--- config.mk ---
export PLATFORM = sky130hd
export DESIGN_NAME = codebreaker_parallel
export DESIGN_NICKNAME = d
export VERILOG_FILES = /design/src/rtl/codebreaker_parallel.sv
export SDC_FILE = /design/constraint.sdc
export NUM_CORES = 1
export LEC_CHECK = 0
export CAP_MARGIN = 20
export CORE_AREA = 3 3 326 328
export DETAILED_ROUTE_END_ITERATION = 12
export DIE_AREA = 0 0 329 331
export SYNTH_ARGS = -nofsm -noshare
export SYNTH_HDL_FRONTEND = slang
export SYNTH_SLANG_ARGS = --single-unit
--- constraint.sdc ---
create_clock -name clk -period 5.1 [get_ports clk]
set_input_delay 0.51 -clock clk [delete_from_list [all_inputs] [get_ports clk]]
set_output_delay 0.51 -clock clk [all_outputs]
set_load 0.02 [all_outputs]
--- src/rtl/codebreaker_parallel.sv ---
// codebreaker_parallel: sweeps a key range across LANES decrypt cores in
// lockstep, tests each lane's plaintext against a charset and reports the first hit.
// Ports: clk/reset (async active-low); start/resume/charset_mode/key_start/key_end;
// renderer handshake (draw_plaintext, done_drawing_plaintext, plaintext_to_draw);
// per-lane core bus (dec_enable, dec_key, dec_done, dec_text);
// status (stopwatch_run, found, exhausted, found_key, key_display).
module codebreaker_parallel #(
  parameter int KEY_WIDTH  = 24,
  parameter int LANES      = 4,
  parameter int TEXT_BYTES = 16,
  parameter int DISP_BITS  = 16
) (
  input  logic                              clk,
  input  logic                              reset,
  input  logic                              start,
  input  logic                              resume,
  input  logic                              charset_mode,
  input  logic [KEY_WIDTH-1:0]              key_start,
  input  logic [KEY_WIDTH-1:0]              key_end,
  input  logic                              done_drawing_plaintext,
  input  logic [LANES-1:0]                  dec_done,
  input  logic [LANES*8*TEXT_BYTES-1:0]     dec_text,
  output logic [LANES-1:0]                  dec_enable,
  output logic [LANES*KEY_WIDTH-1:0]        dec_key,
  output logic                              stopwatch_run,
  output logic                              draw_plaintext,
  output logic                              found,
  output logic                              exhausted,
  output logic [KEY_WIDTH-1:0]              found_key,
  output logic [8*TEXT_BYTES-1:0]           plaintext_to_draw,
  output logic [DISP_BITS-1:0]              key_display
);

  localparam int KW1 = KEY_WIDTH + 1;
  localparam int TW  = 8 * TEXT_BYTES;

  typedef enum logic [2:0] {
    IDLE, DECR, CHECK, DISP, FOUND, EXHAUSTED
  } state_t;

  state_t state, state_d;

  // one extra bit so the sweep can step past all-ones without wrapping
  logic [KEY_WIDTH:0] base;
  logic [KEY_WIDTH:0] kend;
  logic               mode;

  logic [KEY_WIDTH:0] lane_key [LANES];
  logic [KEY_WIDTH:0] next_base;
  logic [LANES-1:0]   active;
  logic [LANES-1:0]   hit;
  logic               all_done;
  logic               any_hit;
  logic [KEY_WIDTH-1:0] win_key;
  logic [TW-1:0]        win_text;
  logic               can_start;

  function automatic logic in_set(input logic [7:0] c, input logic m);
    if (m)
      return (c >= 8'h20) && (c <= 8'h7E);
    return (c == 8'h20) ||
           ((c >= 8'h30) && (c <= 8'h39)) ||
           ((c >= 8'h41) && (c <= 8'h5A));
  endfunction

  always_comb begin
    for (int i = 0; i < LANES; i++) begin
      lane_key[i] = base + KW1'(i);
      active[i]   = lane_key[i] <= kend;
      hit[i]      = active[i];
      for (int b = 0; b < TEXT_BYTES; b++)
        if (!in_set(dec_text[i*TW + b*8 +: 8], mode))
          hit[i] = 1'b0;
    end
  end

  // walk down so the lowest-index hit lane wins
  always_comb begin
    win_key  = '0;
    win_text = '0;
    for (int i = LANES - 1; i >= 0; i--)
      if (hit[i]) begin
        win_key  = lane_key[i][KEY_WIDTH-1:0];
        win_text = dec_text[i*TW +: TW];
      end
  end

  assign any_hit   = |hit;
  assign all_done  = &(dec_done | ~active);
  assign next_base = base + KW1'(LANES);
  assign can_start = start &&
    (state == IDLE || state == FOUND || state == EXHAUSTED);

  always_comb begin
    state_d = state;
    unique case (state)
      IDLE, EXHAUSTED: begin
        if (start) begin
          if (key_start > key_end) state_d = EXHAUSTED;
          else                     state_d = DECR;
        end
      end
      DECR: begin
        if (all_done) state_d = CHECK;
      end
      CHECK: begin
        if (any_hit)               state_d = DISP;
        else if (next_base > kend) state_d = EXHAUSTED;
        else                       state_d = DECR;
      end
      DISP: begin
        if (done_drawing_plaintext) state_d = FOUND;
      end
      FOUND: begin
        if (start) begin
          if (key_start > key_end) state_d = EXHAUSTED;
          else                     state_d = DECR;
        end else if (resume) begin
          if (found_key == kend[KEY_WIDTH-1:0]) state_d = EXHAUSTED;
          else                                   state_d = DECR;
        end
      end
      default: state_d = IDLE;
    endcase
  end

  always_ff @(posedge clk or negedge reset) begin
    if (!reset) begin
      state             <= IDLE;
      base              <= '0;
      kend              <= '0;
      mode              <= 1'b0;
      found_key         <= '0;
      plaintext_to_draw <= '0;
    end else begin
      state <= state_d;
      if (can_start) begin
        base <= {1'b0, key_start};
        kend <= {1'b0, key_end};
        mode <= charset_mode;
      end else if (state == FOUND && resume &&
                   found_key != kend[KEY_WIDTH-1:0]) begin
        base <= {1'b0, found_key} + KW1'(1);
      end else if (state == CHECK) begin
        if (any_hit) begin
          found_key         <= win_key;
          plaintext_to_draw <= win_text;
        end else if (next_base <= kend) begin
          base <= next_base;
        end
      end
    end
  end

  always_comb begin
    dec_enable = (state == DECR) ? active : '0;
    for (int i = 0; i < LANES; i++)
      dec_key[i*KEY_WIDTH +: KEY_WIDTH] =
        (state == DECR) ? lane_key[i][KEY_WIDTH-1:0] : '0;
  end

  assign stopwatch_run  = (state == DECR) || (state == CHECK) ||
                          (state == DISP);
  assign draw_plaintext = (state == DISP);
  assign found          = (state == FOUND);
  assign exhausted      = (state == EXHAUSTED);
  assign key_display    = (state == DISP || state == FOUND) ?
                          found_key[KEY_WIDTH-1 -: DISP_BITS] :
                          base[KEY_WIDTH-1 -: DISP_BITS];

endmodule
== After elaboration in Yosys (flattened, before gate mapping) ==
Index checks and enable logic that the tools add are counted.

* Word-level logic and storage cells: 1041
* Flip-flop bits (word level): 205
* Input bits: 570
* Output and inout port bits: 272

* Add/subtract/negate cells: 5
* Multiplexer cells: 222
* Order comparisons: 391
* Equality and inequality tests: 76
* Bitwise operators: 4
* Reduce and logical (&&, ||, !) cells: 337

{| class="wikitable"
|+ Operators with widths
! operator !! number
|-
| $ge 8x6->1 const B || 128
|-
| $le 8x7->1 const B || 128
|-
| $eq 8x6->1 const B || 64
|-
| $ge 8x7->1 const B || 64
|-
| $le 8x6->1 const B || 64
|-
| $mux 128 || 4
|-
| $logic_and 1x1->1 || 195
|-
| $mux 1 || 193
|-
| $mux 24 || 8
|-
| $logic_or 1x1->1 || 133
|-
| $le 25x24->1 || 5
|-
| $mux 25 || 5
|-
| $add 25x2->25 const B || 2
|-
| $mux 3 || 9
|-
| $add 24x1->25 const B || 1
|-
| $add 25x1->25 const B || 1
|-
| $add 25x3->25 const B || 1
|-
| $gt 25x24->1 || 1
|-
| $eq 24x24->1 || 1
|-
| $gt 24x24->1 || 1
|-
| $ne 24x24->1 || 1
|-
| $mux 16 || 1
|-
| $pmux 3 s5 || 1
|-
| $reduce_and 4->1 || 3
|-
| other kinds (15) || 21
|}

== Longest topological paths before layout ==
* Depth in word-level cells: 26
* Gate-level depth with buffers: 24
* Depth with buffers taken out: 20

== Worst setup path before layout ==
OpenSTA, ideal clock, no wires.

* Path type: reg-to-reg
* Start: reg base[2]
* End: reg plaintext_to_draw[112]
* Period minus slack after synthesis: 4.811 ns
* Required time: 5.027 ns
* Slack: 0.289 ns
* Cell stages (with the launch flop): 22
* Buffers on the path: 3
* Setup time: 0.073 ns
* Data arrival time: 4.738 ns
* Cell sequence: dfrtp_1 -> ha_1 -> nand3_1 -> nor4_1 -> and3_1 -> and3_1 -> nand2_1 -> xor2_1 -> inv_1 -> ha_1 -> a21o_1 -> a21oi_1 -> o21ai_0 -> o41ai_1 -> nand2_1 -> or3_1 -> clkbuf_1 -> buf_2 -> clkbuf_1 -> a311oi_1 -> a21oi_1 -> a21oi_2

* Cells in the longest elaborated chain, start to end: 22
* Elaborated cells between the ends (all ways): 77
* Classes of those cells: add/sub (3); order compare (4); mux (68); reduce/logical (2)

{| class="wikitable"
|+ RTL lines
! item !! line !! RTL
|-
| from (decl) || 44 || <nowiki>logic [KEY_WIDTH:0] base;</nowiki>
|-
| from (signal assigned) || 138 || <nowiki>base <= {1'b0, key_start};</nowiki>
|-
| from (signal assigned) || 143 || <nowiki>base <= {1'b0, found_key} + KW1'(1);</nowiki>
|-
| from (signal assigned) || 149 || <nowiki>base <= next_base;</nowiki>
|-
| $add 25x2->25 || 68 || <nowiki>lane_key[i] = base + KW1'(i);</nowiki>
|-
| $le 25x24->1 || 69 || <nowiki>active[i] = lane_key[i] <= kend;</nowiki>
|-
| $mux 1 (16 in a row) || 72 || <nowiki>if (!in_set(dec_text[i*TW + b*8 +: 8], mode))</nowiki>
|-
| $mux 128 (4 in a row) || 82 || <nowiki>if (hit[i]) begin</nowiki>
|-
| to (signal assigned) || 147 || <nowiki>plaintext_to_draw <= win_text;</nowiki>
|-
| to (decl) || 30 || <nowiki>output logic [8*TEXT_BYTES-1:0] plaintext_to_draw,</nowiki>
|}

Several ways; a longest one is shown, not always the timed one.
A chain may end at the register's enable or synchronous reset.

== Final worst setup path ==
* Start: reg base[2]
* End: reg plaintext_to_draw[109]

Same word-level chain as after synthesis.

==> impl_metrics.yaml <==
yosys:
  synth_flop_cell: "dfrtp_1"
  ys_types: 76
  syn-cell-area_mm2: 0.0246
  ys_async_sr_fraction_pct: 100
  yosysWarnings: 0
  avgSynthCellArea_um2: 7.24
  synthCells: 3403
  synth_nets: 4119
  synth_edf_count: 0
  yosysSeqAreaShare_pct: 20.8
  ys_seq_elements: 205
route:
  via_count: 34436
  drt_wl_total_mm: 186
  avgViaCountPerCell: 5.95
  avgRoutedWirePerCell_um: 32.2
  drtIter0Drc: 4637
  drt_pass1_iterations: 6
  route.detailed.drc: 0
  postRouteAntennaNets: 0
global_route:
  grt_pass1_wl_mm: 251
  grtUsageMet2_pct: 52.0
  grt_overflow_total: 0
  grt_pass1_vias: 31639
  groute.layer.met1.usage_pct: 40.3
  grt.busiest_layer: "met2"
  track_usage_pct: 32.2
  grt_max_degree: 114
  use_met3_pct: 8.61
  antenna_found_initial: 74
power_and_ir_drop:
  peakVddDrop_v: 0.000426
  power_frac_clock_pct: 15.2
  switching_share_pct: 51.6
  p_sw_mw: 8.17
  combinationalPowerShare_pct: 71.8
  p_int_mw: 7.66
  pwr-share-seq_pct: 13.0
  power.leakage_nw: 14.6
  power_density_mw_per_mm2: 415
setup_path:
  start_kind: "register"
  worstPathMaxFanout: 17
  crit_type: "reg -> reg"
  r2r.worst_path.cells: 25
  critPathMostFrequentCell: "buf_4"
  arrival_ps: 5500
  r2r_slack_ps: 170
  cpPeakStageDelay_ps: 370
  endpoint_kind: "register"
  timing.rr.end: "plaintext_to_draw[109]"
  r2r-start: "base[2]"
  worst_path_max_delay_cell: "dfrtp_1"
  required_ps: 5680
worst_hold_path:
  hold_path_end: "mode"
  min_path_type: "in -> reg"
  hp-start: "charset_mode"
  hold_depth: 3
place:
  hpwl_mm: 152
  dpl_cell_area_mm2: 0.0365
  place.gp.congestion: 1.02
  io_buffer_count: 841
floorplanning:
  io-pin-count: 842
  start_util_pct: 23.8
  die_x_um: 329
  dieArea_mm2: 0.109
  dieHeight_um: 331
  core_mm2: 0.103
  row_count: 118
cts:
  htree_levels: 1
  cts_tree: "yes"
  cts_buffer_depth: 3
  numClockSinks: 205
  clk_pin_slew_worst_paths_ps: 70
  cts_buffers: 31
  cts_root_buf: "clkbuf_16"
  clock_latency_ps: 650
timing:
  worst_slew_pin_slew_ps: 1170
  min_period_ps: 4930
  skew_ps: 20.5
  drv_slew: 0
  finalCritPeriodShare_pct: 96.6
  maxSlewHeadroom_pct: 21.6
  grt_setup_unrepaired: "yes"
  setup_tns_ps: 0
  finalSetupViolations: 0
  hold_violations: 0
  fmax_ghz: 0.203
flow_run:
  drv_cap: 0
final_layout:
  register_area_mm2: 0.00514
  fin_area_mm2: 0.0381
  nFillCells: 10846
  drive_above_1_share_pct: 11.7
  postLayoutCoreUtil_pct: 36.8
  nNetsFinal: 5059
  syn2layout_area_growth_pct: 54.8
  multi_input_area_mm2: 0.0180
status:
  outcome: "finished, final reports clean"
==> worst max-delay path by stage <==
stage / start / cells past startpoint / slack (ps) / to
6_report: base[2] / 25 / 170 / plaintext_to_draw[109]
5_1_grt: base[2] / 25 / -60 / plaintext_to_draw[98]
4_1_cts: base[2] / 23 / 4 / base[17]
3_5_place_dp: base[1] / 23 / -150 / plaintext_to_draw[98]
3_3_place_gp: base[10] / 21 / -200 / plaintext_to_draw[98]
2_1_floorplan: base[2] / 21 / 290 / plaintext_to_draw[112]
==> cells by family after synthesis <==
kind of cell / share of synthesized area [%]
adder cells (fa/ha/maj): 7.41
XOR/XNOR: 4.87
AND/OR/NAND/NOR: 28.1
buffers and inverters: 6.99
flip-flops: 20.8
AO/OA/AOI/OAI: 28.8
multiplexers: 2.99
==> state kept, by name, summed over array words and instances (netlist names) <==
| name | cells |
|---|---|
| plaintext_to_draw | 128 |
| mode | 1 |
| base | 25 |
| found_key | 24 |
| state | 3 |
| kend | 24 |
==> critical path: cells and delay by family, from the launching register on <==
family / cells / cell delay, ps
and+or+nand+nor: 9 / 1450
adders and majority gates: 2 / 490
buffers and inverters: 7 / 1140
DFF: 1 / 370
AOI/OAI and AO/OA: 6 / 1190
xor gates and xnor gates: 1 / 180
==> metrics by stage <==
step	power (mW)	instances	setup slack, ps	hold slack (ps)
final	15.8	5790	175	447
after floorplan	7.44	3403	289	214
after detailed placement	12.9	5664	-154	485
after global placement	12.9	5664	-199	481
after CTS	15.5	5724	3.98	412
after global routing	16.5	5765	-63.9	493
==> repair_timing <==
action,CTS,global route
gates cloned,0,2
resized for setup,16,45
pin swaps,3,14
endpoints found under the setup margin,42,177
hold endpoints to repair,36,0
hold buffers,1,0
buffers inserted,3,20
==> cells in the final DEF (no fill, tap or decap), types with 21 or more instances in the layout <==
cell / instances
dfrtp_1: 202
o22ai_1: 41
a211oi_1: 23
and2_1: 68
diode_2: 44
nor4_1: 185
o21bai_1: 28
clkbuf_16: 33
o21ai_0: 136
or4_1: 44
nand2b_1: 25
a311oi_1: 110
ha_1: 145
xnor2_1: 68
nand4_1: 90
a21oi_1: 381
nand3_1: 181
clkdlybuf4s50_1: 837
a21o_1: 30
mux2i_1: 21
nor2_1: 341
o221ai_1: 23
a31oi_1: 37
xor2_1: 64
inv_1: 134
o211ai_1: 127
buf_4: 295
nand2_1: 210
buf_12: 41
nor3_1: 74
nor2b_1: 37
==> power groups by stage <==
stage / registers [mW] / clock network, mW / logic [mW]
floorplan: 1.98 / 0 / 5.46
global placement: 2.08 / 0 / 10.8
detailed placement: 2.08 / 0 / 10.9
CTS: 2.05 / 2.45 / 11.0
global route: 2.09 / 2.50 / 12.0
finish: 2.06 / 2.41 / 11.4
==> cells in the mapped netlist (19+ instances only) <==
master    instances  share of area [%]
nand3_1         182                3.7
nand4_1          90                2.3
o21bai_1         28               0.85
nor2b_1          37               0.94
and3_1           19               0.48
xor2_1           69                2.5
nor3_1           81                1.6
dfrtp_1         205                 21
mux2i_1          21               0.85
o21ai_0         138                2.8
a311oi_1        114                4.1
a21o_1           30               0.91
mux2_2           20               0.91
or4_1            45                1.4
ha_1            146                7.4
xnor2_1          68                2.4
a31oi_1          37               0.94
mux2_4           20                1.2
inv_1           135                2.1
nand2b_1         25               0.63
o22ai_1          41                1.0
nand2_1         211                3.2
clkbuf_1        183                2.8
nor2_1          353                5.4
nor4_1          186                4.7
buf_2            56                1.1
a21oi_1         382                7.8
a211oi_1         23               0.70
and2_1           69                1.8
o211ai_1        127                3.9
o221ai_1         23               0.82
==> final cells by class <==
class / count / area share, %
antenna: 44 / 0.289
clock buffer: 37 / 2.20
clock inverter: 19 / 0.676
inverter: 135 / 1.34
multi-input combinational: 2791 / 47.3
sequential: 205 / 13.5
tap: 1380 / 4.53
timing repair buffer: 1179 / 30.2
==> metal layers <==
layer | part of all wire, % | vias up | wire, um
li1 | - | 14859 | -
met1 | 39 | 16797 | 72100
met2 | 46 | 2315 | 84900
met3 | 11 | 425 | 19700
met4 | 5.0 | 40 | 9370
met5 | 0.13 | - | 242
Power figures use the tool's default switching activity.
